`config.mk`:
```
export PLATFORM = sky130hd
export DESIGN_NAME = rtf64_shift_sched_flat
export DESIGN_NICKNAME = d
export VERILOG_FILES = /design/src/rtl/rtf64_shift_sched_if.sv /design/src/rtl/rtf64_shift_sched.sv /design/src/flat_wrapper.sv
export SDC_FILE = /design/constraint.sdc
export NUM_CORES = 1
export LEC_CHECK = 0
export CAP_MARGIN = 25
export CELL_PAD_IN_SITES_DETAIL_PLACEMENT = 1
export CELL_PAD_IN_SITES_GLOBAL_PLACEMENT = 1
export CORE_AREA = 4 4 429 431
export CTS_CLUSTER_DIAMETER = 30
export CTS_CLUSTER_SIZE = 12
export DETAILED_ROUTE_END_ITERATION = 10
export DIE_AREA = 0 0 433 435
export PLACE_DENSITY = 0.47
export RECOVER_POWER = 100
export SYNTH_ARGS = -nofsm -noshare
export SYNTH_HDL_FRONTEND = slang
export SYNTH_SLANG_ARGS = --single-unit
```
`constraint.sdc`:
```
create_clock -name clk_i -period 38.9 [get_ports clk_i]
set_input_delay 7.78 -clock clk_i [delete_from_list [all_inputs] [get_ports clk_i]]
set_output_delay 7.78 -clock clk_i [all_outputs]
set_load 0.1 [all_outputs]
```
`src/rtl/rtf64_shift_sched_if.sv`:
```
// Bundle of request, shifter and result signals for rtf64_shift_sched.
// slave = the scheduler itself; master = whoever surrounds it.
interface rtf64_shift_sched_if #(
  parameter int WID  = 64,
  parameter int TAGW = 6
);
  // requester 0 (integer pipe)
  logic            r0_valid;
  logic            r0_ready;
  logic [31:0]     r0_ir;
  logic [WID-1:0]  r0_a;
  logic [WID-1:0]  r0_b;
  logic [WID-1:0]  r0_d;
  logic [WID-1:0]  r0_imm;
  logic [31:0]     r0_cds;
  logic [TAGW-1:0] r0_tag;
  // requester 1 (bitfield/address unit)
  logic            r1_valid;
  logic            r1_ready;
  logic [31:0]     r1_ir;
  logic [WID-1:0]  r1_a;
  logic [WID-1:0]  r1_b;
  logic [WID-1:0]  r1_d;
  logic [WID-1:0]  r1_imm;
  logic [31:0]     r1_cds;
  logic [TAGW-1:0] r1_tag;
  // shared shifter datapath
  logic [31:0]     sh_ir;
  logic [WID-1:0]  sh_ia;
  logic [WID-1:0]  sh_ib;
  logic [WID-1:0]  sh_id;
  logic [WID-1:0]  sh_imm;
  logic [31:0]     sh_cds;
  logic [WID-1:0]  sh_res;
  // result
  logic            o_valid;
  logic            o_ready;
  logic [WID-1:0]  o_res;
  logic [TAGW-1:0] o_tag;
  logic            o_src;

  modport slave (
    input  r0_valid, r0_ir, r0_a, r0_b, r0_d, r0_imm, r0_cds, r0_tag,
    output r0_ready,
    input  r1_valid, r1_ir, r1_a, r1_b, r1_d, r1_imm, r1_cds, r1_tag,
    output r1_ready,
    output sh_ir, sh_ia, sh_ib, sh_id, sh_imm, sh_cds,
    input  sh_res,
    output o_valid, o_res, o_tag, o_src,
    input  o_ready
  );

  modport master (
    output r0_valid, r0_ir, r0_a, r0_b, r0_d, r0_imm, r0_cds, r0_tag,
    input  r0_ready,
    output r1_valid, r1_ir, r1_a, r1_b, r1_d, r1_imm, r1_cds, r1_tag,
    input  r1_ready,
    input  sh_ir, sh_ia, sh_ib, sh_id, sh_imm, sh_cds,
    output sh_res,
    input  o_valid, o_res, o_tag, o_src,
    output o_ready
  );
endinterface

```
`src/rtl/rtf64_shift_sched.sv`:
```
// Round-robin scheduler sharing one rtf64_shift datapath between the integer
// pipe (port 0) and the bitfield/address unit (port 1). Two register stages:
// S1 holds the granted operands and drives the shifter, S2 captures the result.
module rtf64_shift_sched #(
  parameter int WID  = 64,
  parameter int TAGW = 6
) (
  input  logic clk_i,
  input  logic rst_i,
  input  logic flush_i,
  rtf64_shift_sched_if.slave bus
);

  // requester fields gathered into arrays so the winner can be indexed
  logic [1:0]      req_valid;
  logic [31:0]     req_ir   [2];
  logic [WID-1:0]  req_a    [2];
  logic [WID-1:0]  req_b    [2];
  logic [WID-1:0]  req_d    [2];
  logic [WID-1:0]  req_imm  [2];
  logic [31:0]     req_cds  [2];
  logic [TAGW-1:0] req_tag  [2];

  assign req_valid = {bus.r1_valid, bus.r0_valid};
  assign req_ir[0]  = bus.r0_ir;   assign req_ir[1]  = bus.r1_ir;
  assign req_a[0]   = bus.r0_a;    assign req_a[1]   = bus.r1_a;
  assign req_b[0]   = bus.r0_b;    assign req_b[1]   = bus.r1_b;
  assign req_d[0]   = bus.r0_d;    assign req_d[1]   = bus.r1_d;
  assign req_imm[0] = bus.r0_imm;  assign req_imm[1] = bus.r1_imm;
  assign req_cds[0] = bus.r0_cds;  assign req_cds[1] = bus.r1_cds;
  assign req_tag[0] = bus.r0_tag;  assign req_tag[1] = bus.r1_tag;

  // pipeline state
  logic            s1_v_reg;
  logic [31:0]     s1_ir_reg;
  logic [WID-1:0]  s1_a_reg;
  logic [WID-1:0]  s1_b_reg;
  logic [WID-1:0]  s1_d_reg;
  logic [WID-1:0]  s1_imm_reg;
  logic [31:0]     s1_cds_reg;
  logic [TAGW-1:0] s1_tag_reg;
  logic            s1_src_reg;

  logic            s2_v_reg;
  logic [WID-1:0]  s2_res_reg;
  logic [TAGW-1:0] s2_tag_reg;
  logic            s2_src_reg;

  logic            prio_reg;

  logic            s2_en;
  logic            s1_en;
  logic            grant_open;
  logic            win;
  logic [1:0]      grant;
  logic            accept;

  // S2 can take a new value when empty or being drained; S1 when empty or moving on
  assign s2_en = ~s2_v_reg | bus.o_ready;
  assign s1_en = ~s1_v_reg | s2_en;

  // No grants while S1 is stuck, during a flush cycle, or while in reset
  assign grant_open = s1_en & ~flush_i & ~rst_i;

  // Pick the winner: a lone requester wins, a tie goes to prio, idle parks on prio
  always_comb begin
    win = prio_reg;
    if (req_valid[0] & req_valid[1]) win = prio_reg;
    else if (req_valid[1])           win = 1'b1;
    else if (req_valid[0])           win = 1'b0;
  end

  // ready is the grant: only the winning port ever sees it
  for (genvar gi = 0; gi < 2; gi++) begin : g_grant
    assign grant[gi] = grant_open & (win == (gi == 1));
  end

  assign bus.r0_ready = grant[0];
  assign bus.r1_ready = grant[1];
  assign accept       = |(grant & req_valid);

  // S1 register and round-robin pointer; flush kills the op but leaves prio alone
  always_ff @(posedge clk_i or posedge rst_i) begin
    if (rst_i) begin
      s1_v_reg   <= 1'b0;
      s1_ir_reg  <= '0;
      s1_a_reg   <= '0;
      s1_b_reg   <= '0;
      s1_d_reg   <= '0;
      s1_imm_reg <= '0;
      s1_cds_reg <= '0;
      s1_tag_reg <= '0;
      s1_src_reg <= 1'b0;
      prio_reg   <= 1'b0;
    end else if (flush_i) begin
      s1_v_reg <= 1'b0;
    end else if (s1_en) begin
      s1_v_reg <= accept;
      if (accept) begin
        s1_ir_reg  <= req_ir[win];
        s1_a_reg   <= req_a[win];
        s1_b_reg   <= req_b[win];
        s1_d_reg   <= req_d[win];
        s1_imm_reg <= req_imm[win];
        s1_cds_reg <= req_cds[win];
        s1_tag_reg <= req_tag[win];
        s1_src_reg <= win;
        prio_reg   <= ~win;
      end
    end
  end

  // S2 captures the shifter output; data holds when the slot simply drains
  always_ff @(posedge clk_i or posedge rst_i) begin
    if (rst_i) begin
      s2_v_reg   <= 1'b0;
      s2_res_reg <= '0;
      s2_tag_reg <= '0;
      s2_src_reg <= 1'b0;
    end else if (flush_i) begin
      s2_v_reg <= 1'b0;
    end else if (s2_en & s1_v_reg) begin
      s2_v_reg   <= 1'b1;
      s2_res_reg <= bus.sh_res;
      s2_tag_reg <= s1_tag_reg;
      s2_src_reg <= s1_src_reg;
    end else if (bus.o_ready) begin
      s2_v_reg <= 1'b0;
    end
  end

  // shifter operands come straight from S1, so o_ready never reaches them
  assign bus.sh_ir  = s1_ir_reg;
  assign bus.sh_ia  = s1_a_reg;
  assign bus.sh_ib  = s1_b_reg;
  assign bus.sh_id  = s1_d_reg;
  assign bus.sh_imm = s1_imm_reg;
  assign bus.sh_cds = s1_cds_reg;

  assign bus.o_valid = s2_v_reg;
  assign bus.o_res   = s2_res_reg;
  assign bus.o_tag   = s2_tag_reg;
  assign bus.o_src   = s2_src_reg;

endmodule
```
`src/flat_wrapper.sv`:
```
// flat-port wrapper written by rule: the top's interface ports become plain ports
module rtf64_shift_sched_flat 
#(
  parameter int WID  = 64,
  parameter int TAGW = 6
)
  (clk_i, rst_i, flush_i, bus_r0_valid, bus_r0_ir, bus_r0_a, bus_r0_b, bus_r0_d, bus_r0_imm, bus_r0_cds, bus_r0_tag, bus_r0_ready, bus_r1_valid, bus_r1_ir, bus_r1_a, bus_r1_b, bus_r1_d, bus_r1_imm, bus_r1_cds, bus_r1_tag, bus_r1_ready, bus_sh_ir, bus_sh_ia, bus_sh_ib, bus_sh_id, bus_sh_imm, bus_sh_cds, bus_sh_res, bus_o_valid, bus_o_res, bus_o_tag, bus_o_src, bus_o_ready);
  rtf64_shift_sched_if #(.WID(WID), .TAGW(TAGW)) bus_i ();
  input  logic clk_i;
  input  logic rst_i;
  input  logic flush_i;
  input wire logic [$bits(bus_i.r0_valid)-1:0] bus_r0_valid;
  input wire logic [$bits(bus_i.r0_ir)-1:0] bus_r0_ir;
  input wire logic [$bits(bus_i.r0_a)-1:0] bus_r0_a;
  input wire logic [$bits(bus_i.r0_b)-1:0] bus_r0_b;
  input wire logic [$bits(bus_i.r0_d)-1:0] bus_r0_d;
  input wire logic [$bits(bus_i.r0_imm)-1:0] bus_r0_imm;
  input wire logic [$bits(bus_i.r0_cds)-1:0] bus_r0_cds;
  input wire logic [$bits(bus_i.r0_tag)-1:0] bus_r0_tag;
  output wire logic [$bits(bus_i.r0_ready)-1:0] bus_r0_ready;
  input wire logic [$bits(bus_i.r1_valid)-1:0] bus_r1_valid;
  input wire logic [$bits(bus_i.r1_ir)-1:0] bus_r1_ir;
  input wire logic [$bits(bus_i.r1_a)-1:0] bus_r1_a;
  input wire logic [$bits(bus_i.r1_b)-1:0] bus_r1_b;
  input wire logic [$bits(bus_i.r1_d)-1:0] bus_r1_d;
  input wire logic [$bits(bus_i.r1_imm)-1:0] bus_r1_imm;
  input wire logic [$bits(bus_i.r1_cds)-1:0] bus_r1_cds;
  input wire logic [$bits(bus_i.r1_tag)-1:0] bus_r1_tag;
  output wire logic [$bits(bus_i.r1_ready)-1:0] bus_r1_ready;
  output wire logic [$bits(bus_i.sh_ir)-1:0] bus_sh_ir;
  output wire logic [$bits(bus_i.sh_ia)-1:0] bus_sh_ia;
  output wire logic [$bits(bus_i.sh_ib)-1:0] bus_sh_ib;
  output wire logic [$bits(bus_i.sh_id)-1:0] bus_sh_id;
  output wire logic [$bits(bus_i.sh_imm)-1:0] bus_sh_imm;
  output wire logic [$bits(bus_i.sh_cds)-1:0] bus_sh_cds;
  input wire logic [$bits(bus_i.sh_res)-1:0] bus_sh_res;
  output wire logic [$bits(bus_i.o_valid)-1:0] bus_o_valid;
  output wire logic [$bits(bus_i.o_res)-1:0] bus_o_res;
  output wire logic [$bits(bus_i.o_tag)-1:0] bus_o_tag;
  output wire logic [$bits(bus_i.o_src)-1:0] bus_o_src;
  input wire logic [$bits(bus_i.o_ready)-1:0] bus_o_ready;
  assign bus_i.r0_valid = bus_r0_valid;
  assign bus_i.r0_ir = bus_r0_ir;
  assign bus_i.r0_a = bus_r0_a;
  assign bus_i.r0_b = bus_r0_b;
  assign bus_i.r0_d = bus_r0_d;
  assign bus_i.r0_imm = bus_r0_imm;
  assign bus_i.r0_cds = bus_r0_cds;
  assign bus_i.r0_tag = bus_r0_tag;
  assign bus_r0_ready = bus_i.r0_ready;
  assign bus_i.r1_valid = bus_r1_valid;
  assign bus_i.r1_ir = bus_r1_ir;
  assign bus_i.r1_a = bus_r1_a;
  assign bus_i.r1_b = bus_r1_b;
  assign bus_i.r1_d = bus_r1_d;
  assign bus_i.r1_imm = bus_r1_imm;
  assign bus_i.r1_cds = bus_r1_cds;
  assign bus_i.r1_tag = bus_r1_tag;
  assign bus_r1_ready = bus_i.r1_ready;
  assign bus_sh_ir = bus_i.sh_ir;
  assign bus_sh_ia = bus_i.sh_ia;
  assign bus_sh_ib = bus_i.sh_ib;
  assign bus_sh_id = bus_i.sh_id;
  assign bus_sh_imm = bus_i.sh_imm;
  assign bus_sh_cds = bus_i.sh_cds;
  assign bus_i.sh_res = bus_sh_res;
  assign bus_o_valid = bus_i.o_valid;
  assign bus_o_res = bus_i.o_res;
  assign bus_o_tag = bus_i.o_tag;
  assign bus_o_src = bus_i.o_src;
  assign bus_i.o_ready = bus_o_ready;
  rtf64_shift_sched #(.WID(WID), .TAGW(TAGW)) u_core (.clk_i(clk_i), .rst_i(rst_i), .flush_i(flush_i), .bus(bus_i));
endmodule
```
==> results.sh <==
export IMPL_outcome="finished with violations"
export IMPL_violations="capacitance limit, slew limit"
export IMPL_timing_critical_path_from_type="input pin"
export IMPL_grt_start_max_net_pins=162
export IMPL_die_footprint_um2=188000
export IMPL_crit_fanout=86
export IMPL_finish_net_count=3521
export IMPL_port_buffer_count=1115
export IMPL_critPathArrivalTime_ns=20.84
export IMPL_synth_top_cell_area_share_pct=54.1
export IMPL_cts_setup_buffers=0
export IMPL_worst_ir_drop_vdd_uv=29.0
export IMPL_global_route_usage_total_pct=14.0
export IMPL_initialDrtViolationCount=1105
export IMPL_clkLatencyLatePin_ns=0.75
export IMPL_slew_limit_headroom_pct=-195
export IMPL_cp_required_ns=39.03
export IMPL_reg2reg_depth=6
export IMPL_synth_top_cells_by_count="sky130_fd_sc_hd__dfrtp_1, sky130_fd_sc_hd__inv_1, sky130_fd_sc_hd__a221o_1, sky130_fd_sc_hd__nor4_1, sky130_fd_sc_hd__clkbuf_1"
export IMPL_route_final_wire_length_um=137000
export IMPL_detail_route_wl_per_cell_um=25.8
export IMPL_synth_area_leaders="sky130_fd_sc_hd__dfrtp_1, sky130_fd_sc_hd__a221o_1, sky130_fd_sc_hd__nor4_1"
export IMPL_site_row_count=156
export IMPL_worst_slew_pin_transition_ns=4.41
export IMPL_synthesis_area_um2=18500
export IMPL_yosys_most_used_dff="sky130_fd_sc_hd__dfrtp_1"
export IMPL_regToRegStartpoint="u_core.s1_v_reg"
export IMPL_synth_seq_cells=401
export IMPL_drc_errors=0
export IMPL_min_delay_path_class="flop to flop"
export IMPL_regToRegSetupSlack_ns=28.74
export IMPL_critPathKind="input pin to asynchronous set/reset pin"
export IMPL_gp_congestion=0.860
export IMPL_synthMostInstantiatedCell="sky130_fd_sc_hd__dfrtp_1"
export IMPL_finalHoldViolations=0
export IMPL_critPathLaunch="rst_i"
export IMPL_worst_clock_skew_ns=0.0466
export IMPL_areaGrowthSynthToFinish_pct=102
export IMPL_clock_path_buffers=3
export IMPL_finalSetupViolCount=0
export IMPL_clk_transition_reported_paths_ns=0.04
export IMPL_num_fill_cells=20500
export IMPL_hold_bufs_at_cts=0
export IMPL_syn_inst=1661
export IMPL_async_flop_share_pct=100
export IMPL_clock_sink_count=401
export IMPL_largest_area_contributor_in_the_synthesized_netlist="sky130_fd_sc_hd__dfrtp_1"
export IMPL_drtAntennaViolNets=0
export IMPL_drt_vias_per_instance=3.73
export IMPL_synth_seq_area_share_pct=54.1
export IMPL_power_density_nw_per_um2=75.5
export IMPL_number_of_cts_inserted_buffers=155
export IMPL_syn_mean_instance_area_um2=11.2
export IMPL_die_y_um=435
export IMPL_floorplan_core_area_um2=180000
export IMPL_grt_remaining_overflow=0
export IMPL_yosys_warnings=0
export IMPL_slew_viol_final=847
export IMPL_cellLeakagePower_nw=15.8
export IMPL_grt_setup_unrepaired="no"
export IMPL_drt_first_pass_iters=5
export IMPL_min_period_ns=20.72
export IMPL_detailed_place_hpwl_um=103000
export IMPL_drive_above_1_share_pct=11.3
export IMPL_pin_count=1116
export IMPL_tritoncts="done"
export IMPL_utilization_pct=20.8
export IMPL_cp_end_kind="asynchronous set/reset pin"
export IMPL_cts_htree_levels=4
export IMPL_setup_tns_ns=0
export IMPL_start_util_pct=10.3
export IMPL_vias_in_the_first_global_route=21500
export IMPL_antenna_violations_before_repair=34
export IMPL_dieWidth_um=433
export IMPL_grt_first_pass_wirelength_um=184000
export IMPL_maxClockFrequency_mhz=48.3
export IMPL_crit_path_end="u_core.bus.sh_ir[0]"
export IMPL_drv_cap=39
export IMPL_synth_edff_count=0
export IMPL_vias=19800
export IMPL_clockRootBuffer="sky130_fd_sc_hd__clkbuf_16"
export IMPL_synth_net_count=2383
export IMPL_final_period_utilization_pct=53.3
export IMPL_worst_r2r_endpoint="u_core.bus.sh_ia[12]"
export IMPL_synthDistinctLibCells=26
export IMPL_cts_resized_gates=0
[power breakdown]
group | leakage, nW | total, mW | switching [mW] | internal, mW
clock network | 2.52 | 1.20 | 0.350 | 0.845
logic | 8.34 | 1.06 | 0.802 | 0.257
registers | 4.95 | 0.570 | 0.0663 | 0.504
total | 15.8 | 2.82 | 1.22 | 1.61
[per-stage QoR]
| stage | power [mW] | instance area [um^2] | worst slack (ns) | instances | hold WS [ns] |
|---|---|---|---|---|---|
| 4_1_cts | 2.91 | 37600 | 20.71 | 5284 | 0.486 |
| 2_1_floorplan | 1.28 | 18500 | 19.97 | 1661 | 0.475 |
| 3_5_place_dp | 1.69 | 32400 | 20.73 | 5011 | 0.477 |
| 6_report | 2.82 | 37400 | 18.18 | 5296 | 0.477 |
| 5_1_grt | 2.92 | 37400 | 15.62 | 5292 | 0.494 |
| 3_3_place_gp | 1.65 | 31800 | 20.64 | 4988 | 0.469 |
[how the worst min path moves through the flow]
stage / from / endpoint / cells after the start
3_3_place_gp: u_core.bus.o_res[33] / u_core.bus.o_res[33] / 1
6_report: u_core.bus.o_res[34] / u_core.bus.o_res[34] / 1
5_1_grt: u_core.bus.o_res[31] / u_core.bus.o_res[31] / 1
2_1_floorplan: u_core.s1_tag_reg[0] / u_core.s1_tag_reg[0] / 1
4_1_cts: u_core.bus.o_res[36] / u_core.bus.o_res[36] / 1
3_5_place_dp: u_core.bus.o_res[36] / u_core.bus.o_res[36] / 1
[layout make-up]
| type | instances | area (um^2) | area share, % |
|---|---|---|---|
| clock buffers | 244 | 4680 | 12.5 |
| repair buffers | 1168 | 11700 | 31.4 |
| diodes | 11 | 27.5 | 0.0736 |
| flip-flops and latches | 401 | 10000 | 26.8 |
| clock inverters | 29 | 467 | 1.25 |
| well taps | 2370 | 2970 | 7.93 |
| multi-input cells | 743 | 6250 | 16.7 |
| inverters | 330 | 1240 | 3.31 |
[layer usage]
metal	up-vias	track usage [%]	share of wire [%]
li1	8675	-	-
met1	10000	15.6	38
met2	816	24.8	51
met3	202	4.71	7.5
met4	10	4.52	3.1
met5	-	0	0.041
[worst max-delay path: stages]
cell                            delay (ns)
sky130_fd_sc_hd__dlygate4sd3_1        0.60
sky130_fd_sc_hd__clkinvlp_2           2.45
sky130_fd_sc_hd__clkbuf_1             2.20
sky130_fd_sc_hd__clkbuf_1             2.44
sky130_fd_sc_hd__clkbuf_1             2.71
sky130_fd_sc_hd__clkbuf_1             2.35
[layout by cell type, fill, tap and decap left out, types with 2 or more instances in the layout]
cell and n:
sky130_fd_sc_hd__nor2b_1 2, sky130_fd_sc_hd__inv_6 3, sky130_fd_sc_hd__mux2_1 17, sky130_fd_sc_hd__clkinv_8 4, sky130_fd_sc_hd__clkbuf_1 100, sky130_fd_sc_hd__clkdlybuf4s50_1 717, sky130_fd_sc_hd__nand2b_1 2, sky130_fd_sc_hd__diode_2 11
sky130_fd_sc_hd__dfrtp_1 401, sky130_fd_sc_hd__buf_12 3, sky130_fd_sc_hd__inv_1 329, sky130_fd_sc_hd__buf_4 14, sky130_fd_sc_hd__mux2_2 54, sky130_fd_sc_hd__dlygate4sd3_1 354, sky130_fd_sc_hd__clkbuf_16 156, sky130_fd_sc_hd__nor4_1 326
sky130_fd_sc_hd__a221o_1 326, sky130_fd_sc_hd__clkbuf_8 45, sky130_fd_sc_hd__clkinv_2 11, sky130_fd_sc_hd__bufinv_16 5, sky130_fd_sc_hd__buf_16 23, sky130_fd_sc_hd__clkinv_16 5, sky130_fd_sc_hd__nor2_1 4
[cell families after synthesis]
logic type               after synthesis  share of synthesized area (%)
AND/OR/NAND/NOR                      339                           11.4
flip-flops                           401                           54.1
AO/OA/AOI/OAI                        332                           17.9
buffers and inverters                517                           12.3
multiplexers                          71                           4.31
adder cells (fa/ha/maj)                1                         0.0540
Power figures use the tool's default switching activity.
